**config.mk**
```make
export PLATFORM = sky130hd
export DESIGN_NAME = store_buffer
export DESIGN_NICKNAME = d
export VERILOG_FILES = /design/src/rtl/store_buffer_match.sv /design/src/rtl/store_buffer.sv
export VERILOG_INCLUDE_DIRS = /design/src /design/src/rtl
export SDC_FILE = /design/constraint.sdc
export NUM_CORES = 1
export LEC_CHECK = 0
export BUFFER_PORTS_ARGS = -buffer_cell sky130_fd_sc_hd__buf_4
export CORE_MARGIN = 2
export CORE_UTILIZATION = 45
export DETAILED_ROUTE_END_ITERATION = 10
export PLACE_DENSITY = 0.65
export SLEW_MARGIN = 20
export SYNTH_ARGS = -nofsm -noshare
export SYNTH_HDL_FRONTEND = slang
export SYNTH_SLANG_ARGS = --single-unit
```
**constraint.sdc**
```tcl
create_clock -name clk -period 10.78 [get_ports clk]
set_input_delay 1.617 -clock clk [delete_from_list [all_inputs] [get_ports clk]]
set_output_delay 1.617 -clock clk [all_outputs]
set_load 0.01 [all_outputs]
```
**src/rtl/store_buffer_defines.sv**
```systemverilog
// Project-wide field ranges shared by the store-buffer RTL.
`ifndef STORE_BUFFER_DEFINES_SV
`define STORE_BUFFER_DEFINES_SV

`define WORD_ADDR 31:2

`endif

```
**src/rtl/store_buffer_match.sv**
```systemverilog
// DEPTH-way word-address comparator with a youngest-first priority select.
`include "store_buffer_defines.sv"

module sb_match #(
    parameter int DEPTH = 4,
    localparam int PW = $clog2(DEPTH),
    localparam int CW = PW + 1
) (
    input  logic [29:0]   entry_addr [DEPTH],
    input  logic [29:0]   ld_waddr,
    input  logic [PW-1:0] wr_ptr,
    input  logic [CW-1:0] count,
    output logic          hit,
    output logic [PW-1:0] index
);

    // Slot gi holds the entry that is gi positions older than the youngest.
    logic [PW-1:0] slot_idx [DEPTH];
    logic [DEPTH-1:0] match_age;

    genvar gi;
    generate
        for (gi = 0; gi < DEPTH; gi++) begin : g_age
            assign slot_idx[gi]  = wr_ptr - PW'(gi + 1);
            assign match_age[gi] = (CW'(gi) < count) &&
                                   (entry_addr[slot_idx[gi]] == ld_waddr);
        end
    endgenerate

    always_comb begin
        hit   = 1'b0;
        index = '0;
        for (int k = DEPTH - 1; k >= 0; k--) begin
            if (match_age[k]) begin
                hit   = 1'b1;
                index = slot_idx[k];
            end
        end
    end

endmodule

```
**src/rtl/store_buffer.sv**
```systemverilog
// Posted-write queue feeding the data memory's single write port, with
// same-word coalescing into the youngest entry and load forwarding.
`include "store_buffer_defines.sv"

module store_buffer #(
    parameter int DEPTH = 4,
    localparam int PW = $clog2(DEPTH),
    localparam int CW = PW + 1
) (
    input  logic          clk,
    input  logic          reset,
    input  logic          st_valid,
    output logic          st_ready,
    input  logic [31:0]   st_addr,
    input  logic [31:0]   st_data,
    input  logic [31:0]   st_pc,
    input  logic [31:0]   ld_addr,
    output logic          ld_hit,
    output logic [31:0]   ld_data,
    input  logic          dm_busy,
    output logic          dm_we,
    output logic [31:0]   dm_addr,
    output logic [31:0]   dm_wdata,
    output logic [31:0]   dm_pc,
    output logic [CW-1:0] count,
    output logic          empty,
    output logic          full
);

    logic [29:0] addr_q [DEPTH];
    logic [31:0] data_q [DEPTH];
    logic [31:0] pc_q   [DEPTH];

    logic [PW-1:0] rd_ptr_q, rd_ptr_d;
    logic [PW-1:0] wr_ptr_q, wr_ptr_d;
    logic [CW-1:0] count_q, count_d;

    logic [PW-1:0] youngest;
    logic [PW-1:0] wr_idx;
    logic          accept;
    logic          coalesce;
    logic          alloc;
    logic          fwd_hit;
    logic [PW-1:0] fwd_idx;

    assign empty    = (count_q == '0);
    assign full     = (count_q == CW'(DEPTH));
    assign count    = count_q;
    assign st_ready = !full;
    assign dm_we    = !empty && !dm_busy;

    assign dm_addr  = {addr_q[rd_ptr_q], 2'b00};
    assign dm_wdata = data_q[rd_ptr_q];
    assign dm_pc    = pc_q[rd_ptr_q];

    assign youngest = wr_ptr_q - PW'(1);
    assign accept   = st_valid && st_ready;
    // The youngest entry cannot absorb a store on the edge it leaves the queue.
    assign coalesce = accept && !empty &&
                      (addr_q[youngest] == st_addr[`WORD_ADDR]) &&
                      !(dm_we && (youngest == rd_ptr_q));
    assign alloc    = accept && !coalesce;
    assign wr_idx   = coalesce ? youngest : wr_ptr_q;

    always_comb begin
        rd_ptr_d = rd_ptr_q;
        wr_ptr_d = wr_ptr_q;
        count_d  = count_q + CW'(alloc) - CW'(dm_we);
        if (dm_we) begin
            rd_ptr_d = rd_ptr_q + PW'(1);
        end
        if (alloc) begin
            wr_ptr_d = wr_ptr_q + PW'(1);
        end
    end

    always_ff @(posedge clk or negedge reset) begin
        if (!reset) begin
            rd_ptr_q <= '0;
            wr_ptr_q <= '0;
            count_q  <= '0;
        end else begin
            rd_ptr_q <= rd_ptr_d;
            wr_ptr_q <= wr_ptr_d;
            count_q  <= count_d;
        end
    end

    // Entry payloads carry no reset; occupancy is tracked by count alone.
    always_ff @(posedge clk) begin
        if (alloc || coalesce) begin
            addr_q[wr_idx] <= st_addr[`WORD_ADDR];
            data_q[wr_idx] <= st_data;
            pc_q[wr_idx]   <= st_pc;
        end
    end

    sb_match #(
        .DEPTH (DEPTH)
    ) u_match (
        .entry_addr (addr_q),
        .ld_waddr   (ld_addr[`WORD_ADDR]),
        .wr_ptr     (wr_ptr_q),
        .count      (count_q),
        .hit        (fwd_hit),
        .index      (fwd_idx)
    );

    assign ld_hit  = fwd_hit;
    assign ld_data = fwd_hit ? data_q[fwd_idx] : 32'h0;

endmodule
```
==> flow_summary.json, run 1 <==
{
  "antenna_found_initial": 6,
  "core_area_um2": 50100,
  "seq_area_frac_synth_pct": 50.4,
  "final.setup_skew_ns": 0.0323,
  "placementRows": 82,
  "layout_commonest_cell": "sky130_fd_sc_hd__edfxtp_1",
  "outcome": "completed",
  "ant_nets_after_route": 0,
  "synth_top_cell_area_share_pct": 49.7,
  "predominant_post_synthesis_flop_cell": "sky130_fd_sc_hd__edfxtp_1",
  "synth.ff_latch_count": 383,
  "drc": 0,
  "cts-resized-gates": 0,
  "synth_top_cells_by_area": "sky130_fd_sc_hd__edfxtp_1, sky130_fd_sc_hd__mux4_2, sky130_fd_sc_hd__xnor2_1",
  "post_cts.repair.setup_buffers": 0,
  "dpl.hpwl_um": 41100,
  "worst_hold_path_type": "flip-flop to flip-flop",
  "slew_headroom_pct": 31.9,
  "synth_async_sr_flop_share_pct": 1.83,
  "cp_top_family": "compound AO/OA/AOI/OAI gates",
  "area.sequential_um2": 11500,
  "synth_enable_flop_cells": 376,
  "clock_tree.buffer_depth": 3,
  "cap_violations": 0,
  "synthesis.area_um2": 22700,
  "worst_path_largest_cell_delay_ns": 0.88,
  "number_of_global_route_vias_before_repair": 15612,
  "wire_per_inst_um": 26.6,
  "timing.final.hold_violations": 0,
  "die_w_um": 229,
  "syn_inst": 1551,
  "routabilityCongestion": 0.933,
  "cp_cell_sequence": "buf_12 -> buf_4 -> mux4_2 -> o2bb2ai_1 -> a211o_1 -> nor4_1 -> nand4_1 -> or2_2 -> o31ai_1 -> o21a_2 -> o2111ai_1 -> a21oi_1 -> buf_4",
  "cts.sink_count": 383,
  "met2_length_um": 31900,
  "finalSetupTns_ns": 0,
  "detailroute.wirelength.met3_um": 4960,
  "leakage_nw": 8.94,
  "design_power_total_mw": 7.18,
  "drtPass1Iterations": 6,
  "final_cell_mix": "sky130_fd_sc_hd__edfxtp_1, sky130_fd_sc_hd__buf_4, sky130_fd_sc_hd__mux4_2",
  "critical_path_buf_inv_count": 3,
  "worstPathRequired_ns": 9.16,
  "netlist-cell-type-count": 72,
  "h-tree-depth": 2,
  "worstPathArrival_ns": 6.83,
  "fin_crit_ns": 8.44,
  "placement.io_buffers": 261,
  "drt-total-wl_um": 64900,
  "vdd_drop_max_mv": 0.146,
  "die-area_um2": 52300,
  "end_kind": "output port",
  "global_route.usage.total_pct": 24.5,
  "finalSetupViolations": 0,
  "cts-buffers-inserted": 43,
  "synthToLayoutAreaGrowth_pct": 16.1,
  "drt_first_iter_violations": 1422,
  "area_of_the_multi_input_gates_um2": 10400,
  "maxClockFrequency_ghz": 0.118,
  "holdBufCountCts": 0,
  "setup_repair_after_global_routing_missed_its_margin": "no",
  "design.portCount": 268,
  "yosys_warnings": 0,
  "clk_pin_slew_ns": 0.06,
  "tightestPinTransition_ns": 1.02,
  "fraction_of_layout_instances_using_a_drive_strength_above_1_pct": 33.7,
  "finalMaxSlewViolations": 0,
  "timing.critical_path.mode_cell": "sky130_fd_sc_hd__buf_4",
  "post_drt_via_cell_ratio": 6.37,
  "topRoutingLayerUsed": "met5",
  "nFillCells": 4181,
  "dr_total_vias": 15526,
  "synth.avg_cell_area_um2": 14.7,
  "tritoncts": "built",
  "worst_setup_path_start_kind": "flip-flop",
  "worstSetupPathType": "flip-flop to output port",
  "m1WireLength_um": 26000,
  "critical_path.slowest_cell": "sky130_fd_sc_hd__dfrtp_4",
  "grt_first_pass_wirelength_um": 97800,
  "library_cell_occupying_the_most_area_in_the_post_synthesis_netlist": "sky130_fd_sc_hd__edfxtp_1",
  "clock_latency_ns": 0.58,
  "layout.nets": 1867,
  "clockRootBuffer": "sky130_fd_sc_hd__clkbuf_16",
  "whs_ns": 0.758,
  "die_outline_height_um": 229,
  "overflow": 0,
  "pin_count_of_the_biggest_net_entering_global_routing": 110,
  "final_core_util_pct": 52.7,
  "initial_core_util_pct": 45.4,
  "finalCritPeriodShare_pct": 78.3,
  "crit_fanout": 109,
  "cellPowerDensity_nw_per_um2": 272
}
## kinds of logic after synthesis
group / count (synthesis) / synth area share [%]
other cells: 1 / 0.0165
simple gates: 219 / 5.86
buf+inv: 173 / 3.96
mux: 316 / 23.6
xor+xnor: 134 / 5.16
compound gates: 320 / 10.7
fa+ha+maj: 5 / 0.308
flops: 383 / 50.4
## metrics by stage
step,std cells,setup WS (ns),cell area [um^2]
after floorplan,1552,0.00428,22700
after global routing,2437,1.88,26400
after detailed placement,2357,2.91,25000
after global placement,2357,3.00,25000
after CTS,2434,2.24,26400
final,2438,2.34,26400
## registers in the layout, indices dropped and copies added, names as in the netlist
register	count
count	3
addr_q	120
pc_q	128
data_q	128
wr_ptr_q	2
rd_ptr_q	2
## layer usage
layer,global-route usage [%],vias to the layer above
met1,31.9,7992
met2,40.5,636
met3,5.61,118
li1,-,6776
met4,8.24,4
met5,0,-
## area by class of cell
cell class	instances	area share, %
clock inverters	26	1.19
inverters	22	0.313
repair buffers	284	8.12
multi-input cells	996	39.5
flip-flops and latches	383	43.5
well taps	672	3.18
clock buffers	51	4.19
diodes	4	0.0379
## worst reg2reg max path, cell delays in order, from the launching register on
cell and delay, ns:
sky130_fd_sc_hd__dfrtp_4 0.95, sky130_fd_sc_hd__buf_4 0.78, sky130_fd_sc_hd__mux4_2 0.67, sky130_fd_sc_hd__xor2_1 0.16, sky130_fd_sc_hd__nor4_1 0.63, sky130_fd_sc_hd__nand4_1 0.34, sky130_fd_sc_hd__nor4_1 0.41, sky130_fd_sc_hd__nand2_1 0.15
sky130_fd_sc_hd__nor2_1 0.14, sky130_fd_sc_hd__xnor2_1 0.24, sky130_fd_sc_hd__and4_4 0.82, sky130_fd_sc_hd__buf_4 0.88
## worst paths after layout
| check | from | end | slack (ns) | depth (start not counted) |
|---|---|---|---|---|
| worst max-delay path | wr_ptr_q[0]$_DFFE_PN0P_ | ld_data[29] | 2.34 | 13 |
| worst min-delay path | count[0]$_DFF_PN0_ | count[0]$_DFF_PN0_ | 0.76 | 1 |
| worst max register to register | wr_ptr_q[1]$_DFFE_PN0P_ | data_q[0][3]$_DFFE_PP_ | 4.18 | 11 |
| worst min register to register | count[0]$_DFF_PN0_ | count[0]$_DFF_PN0_ | 0.76 | 1 |
| max in group asynchronous | reset | rd_ptr_q[0]$_DFFE_PN0P_ | 9.79 | 1 |
| min in group asynchronous | reset | count[0]$_DFF_PN0_ | 0.84 | 1 |
## synthesized netlist by cell type, types with 19 or more instances
library cell / instances
sky130_fd_sc_hd__a21oi_1: 38
sky130_fd_sc_hd__buf_2: 25
sky130_fd_sc_hd__buf_6: 19
sky130_fd_sc_hd__clkbuf_1: 81
sky130_fd_sc_hd__edfxtp_1: 376
sky130_fd_sc_hd__inv_1: 22
sky130_fd_sc_hd__mux2_1: 48
sky130_fd_sc_hd__mux2_2: 19
sky130_fd_sc_hd__mux2i_1: 73
sky130_fd_sc_hd__mux4_2: 164
sky130_fd_sc_hd__nand2_1: 81
sky130_fd_sc_hd__nand4_1: 20
sky130_fd_sc_hd__o2111ai_1: 65
sky130_fd_sc_hd__o22ai_1: 76
sky130_fd_sc_hd__o31a_1: 65
sky130_fd_sc_hd__or3b_1: 37
sky130_fd_sc_hd__or3b_2: 27
sky130_fd_sc_hd__xnor2_1: 90
sky130_fd_sc_hd__xor2_1: 44
## report_power, final
| part | switching (mW) | internal [mW] | leakage (nW) | total [mW] |
|---|---|---|---|---|
| Combinational | 1.76 | 1.59 | 4.73 | 3.35 |
| Clock | 0.595 | 0.901 | 0.695 | 1.50 |
| Sequential | 0.349 | 1.99 | 3.52 | 2.33 |
Note: power is estimated with default switching activity, not from simulation.
==> run 2: changes to the inputs <==
--- a/config.mk
+++ b/config.mk
@@ -10,7 +10,7 @@
 export CORE_MARGIN = 2
 export CORE_UTILIZATION = 45
 export DETAILED_ROUTE_END_ITERATION = 10
-export PLACE_DENSITY = 0.65
+export PLACE_DENSITY = 0.62
 export SLEW_MARGIN = 20
 export SYNTH_ARGS = -nofsm -noshare
 export SYNTH_HDL_FRONTEND = slang
==> constraint.sdc (replaced) <==
create_clock -name clk -period 7.9 [get_ports clk]
set_input_delay 1.185 -clock clk [delete_from_list [all_inputs] [get_ports clk]]
set_output_delay 1.185 -clock clk [all_outputs]
set_load 0.01 [all_outputs]
==> run 2 against run 1 <==
Register-to-register slack worse by 2.0 ns; power up 40%; die area stayed put; wire length up 2.4%; non-clock buffer count increased by 14; cell area rose by 1.3%; sequential share of layout area decreased by 0.56 points; flip-flop and latch count unchanged; worst hold slack got worse by 0.35 ns; clock power grew 42%; first-iteration DRC count shrank 13%.
==> flow_summary.json, run 2 (synthesis results as in run 1) <==
{
  "critical_path_depth": 13,
  "pin_count_of_the_biggest_net_entering_global_routing": 129,
  "crit_fanout": 64,
  "finalSetupTns_ns": 0,
  "cts-buffers-inserted": 44,
  "final.setup_skew_ns": 0.0313,
  "fin_crit_ns": 7.33,
  "finalCritPeriodShare_pct": 92.8,
  "ant_nets_after_route": 0,
  "worst_setup_path_start_kind": "flip-flop",
  "vdd_drop_max_mv": 0.296,
  "placedCellCount": 2370,
  "holdBufCountCts": 0,
  "number_of_global_route_vias_before_repair": 15884,
  "drt-total-wl_um": 66400,
  "worstSetupPathType": "flip-flop to output port",
  "clk_pin_slew_ns": 0.06,
  "design.portCount": 268,
  "dpl.hpwl_um": 42700,
  "tritoncts": "built",
  "antenna_found_initial": 6,
  "placementRows": 82,
  "initial_core_util_pct": 45.4,
  "clock_latency_ns": 0.60,
  "whs_ns": 0.409,
  "worstRegToRegCells": 11,
  "worstPathArrival_ns": 6.14,
  "tightestPinTransition_ns": 1.10,
  "drc": 0,
  "critical_path_buf_inv_count": 3,
  "area_of_the_multi_input_gates_um2": 10400,
  "cap_violations": 0,
  "finalSetupViolations": 0,
  "nFillCells": 4202,
  "final_critical_path_setup_slack_ns": 0.571,
  "clock_tree.buffer_depth": 3,
  "cts.sink_count": 383,
  "global_route.usage.total_pct": 25.1,
  "cp_cell_sequence": "buf_4 -> mux4_2 -> xnor2_1 -> o211ai_1 -> a2111oi_0 -> and4b_1 -> nand2b_2 -> buf_4 -> or3b_1 -> o31a_1 -> o2111ai_1 -> a21oi_1 -> buf_4",
  "finalMaxSlewViolations": 0,
  "layout.nets": 1882,
  "final_cell_mix": "sky130_fd_sc_hd__edfxtp_1, sky130_fd_sc_hd__buf_4, sky130_fd_sc_hd__mux4_2",
  "fraction_of_layout_instances_using_a_drive_strength_above_1_pct": 34.1,
  "drtPass1Iterations": 5,
  "post_cts.repair.setup_buffers": 0,
  "cellPowerDensity_nw_per_um2": 375,
  "layout.cells.non_filler": 2454,
  "die_w_um": 229,
  "h-tree-depth": 2,
  "clockRootBuffer": "sky130_fd_sc_hd__clkbuf_16",
  "dr_total_vias": 15713,
  "critical_path.slowest_cell": "sky130_fd_sc_hd__dfrtp_4",
  "core_area_um2": 50100,
  "area.sequential_um2": 11500,
  "design_power_total_mw": 10.0,
  "overflow": 0,
  "routabilityCongestion": 0.950,
  "maxClockFrequency_ghz": 0.136,
  "worst_path_largest_cell_delay_ns": 0.81,
  "cp_top_family": "compound AO/OA/AOI/OAI gates",
  "placement.io_buffers": 261,
  "timing.critical_path.mode_cell": "sky130_fd_sc_hd__buf_4",
  "post_drt_via_cell_ratio": 6.40,
  "layout_commonest_cell": "sky130_fd_sc_hd__edfxtp_1",
  "slew_headroom_pct": 26.8,
  "worstPathRequired_ns": 6.71,
  "die_outline_height_um": 229,
  "place_worst_setup_slack_ns": 1.36,
  "die-area_um2": 52300,
  "outcome": "completed",
  "grt_first_pass_wirelength_um": 100000,
  "synthToLayoutAreaGrowth_pct": 17.6,
  "layout_top_registers": "data_q x128, pc_q x128, addr_q x120",
  "leakage_nw": 9.10,
  "setup_repair_after_global_routing_missed_its_margin": "no",
  "wire_per_inst_um": 27.1,
  "end_kind": "output port",
  "worst_hold_path_type": "primary input to asynchronous set/reset pin",
  "drt_first_iter_violations": 1238,
  "timing.final.hold_violations": 0,
  "cts-resized-gates": 0
}
[run 2: cell types whose count changed in the layout (fill, tap and decap cells not counted), moves of 2 or more]
cell                       change
sky130_fd_sc_hd__inv_6         -3
sky130_fd_sc_hd__clkinv_2      -4
sky130_fd_sc_hd__clkbuf_1      +3
sky130_fd_sc_hd__buf_4         +4
sky130_fd_sc_hd__nor3b_2       -2
sky130_fd_sc_hd__clkinv_8      +3
sky130_fd_sc_hd__nor3b_4       +2
sky130_fd_sc_hd__buf_12        +9
[run 2: layer usage]
layer / up-vias / track usage [%] / routed length [um]
met5: - / 0 / 23
met4: 4 / 8.06 / 1710
met3: 102 / 4.89 / 4750
met2: 579 / 41.7 / 32800
met1: 8208 / 33.3 / 27200
li1: 6820 / - / -
[run 2: through the flow]
stage               utilization (%)  cell area [um^2]
floorplan                         -             22800
global route                   53.4             26700
global placement               50.3             25200
detailed placement             50.3             25200
CTS                            53.3             26700
finish                         53.4             26700
[run 2: worst paths after layout]
path / startpoint / end / slack (ns)
worst max register to register: wr_ptr_q[1]$_DFFE_PN0P_ / data_q[1][14]$_DFFE_PP_ / 2.22
worst max-delay path: wr_ptr_q[0]$_DFFE_PN0P_ / ld_data[28] / 0.57
worst min-delay path: reset / rd_ptr_q[0]$_DFFE_PN0P_ / 0.41
min in group clk: rd_ptr_q[0]$_DFFE_PN0P_ / rd_ptr_q[0]$_DFFE_PN0P_ / 0.78
max in group asynchronous: reset / rd_ptr_q[1]$_DFFE_PN0P_ / 7.34
worst min register to register: rd_ptr_q[0]$_DFFE_PN0P_ / rd_ptr_q[0]$_DFFE_PN0P_ / 0.78
[run 2: area by class of cell]
| cell class | count | share of cell area (%) |
|---|---|---|
| clock inverters | 24 | 1.34 |
| inverters | 22 | 0.309 |
| flip-flops and latches | 383 | 42.9 |
| well taps | 672 | 3.14 |
| repair buffers | 298 | 8.91 |
| diodes | 4 | 0.0374 |
| multi-input cells | 996 | 39.1 |
| clock buffers | 55 | 4.27 |
[run 2: where the power goes]
part           internal, mW  leakage [nW]  switching [mW]
Sequential             2.71          3.52           0.431
Combinational          2.25          4.86            2.51
Clock                  1.29         0.719           0.840
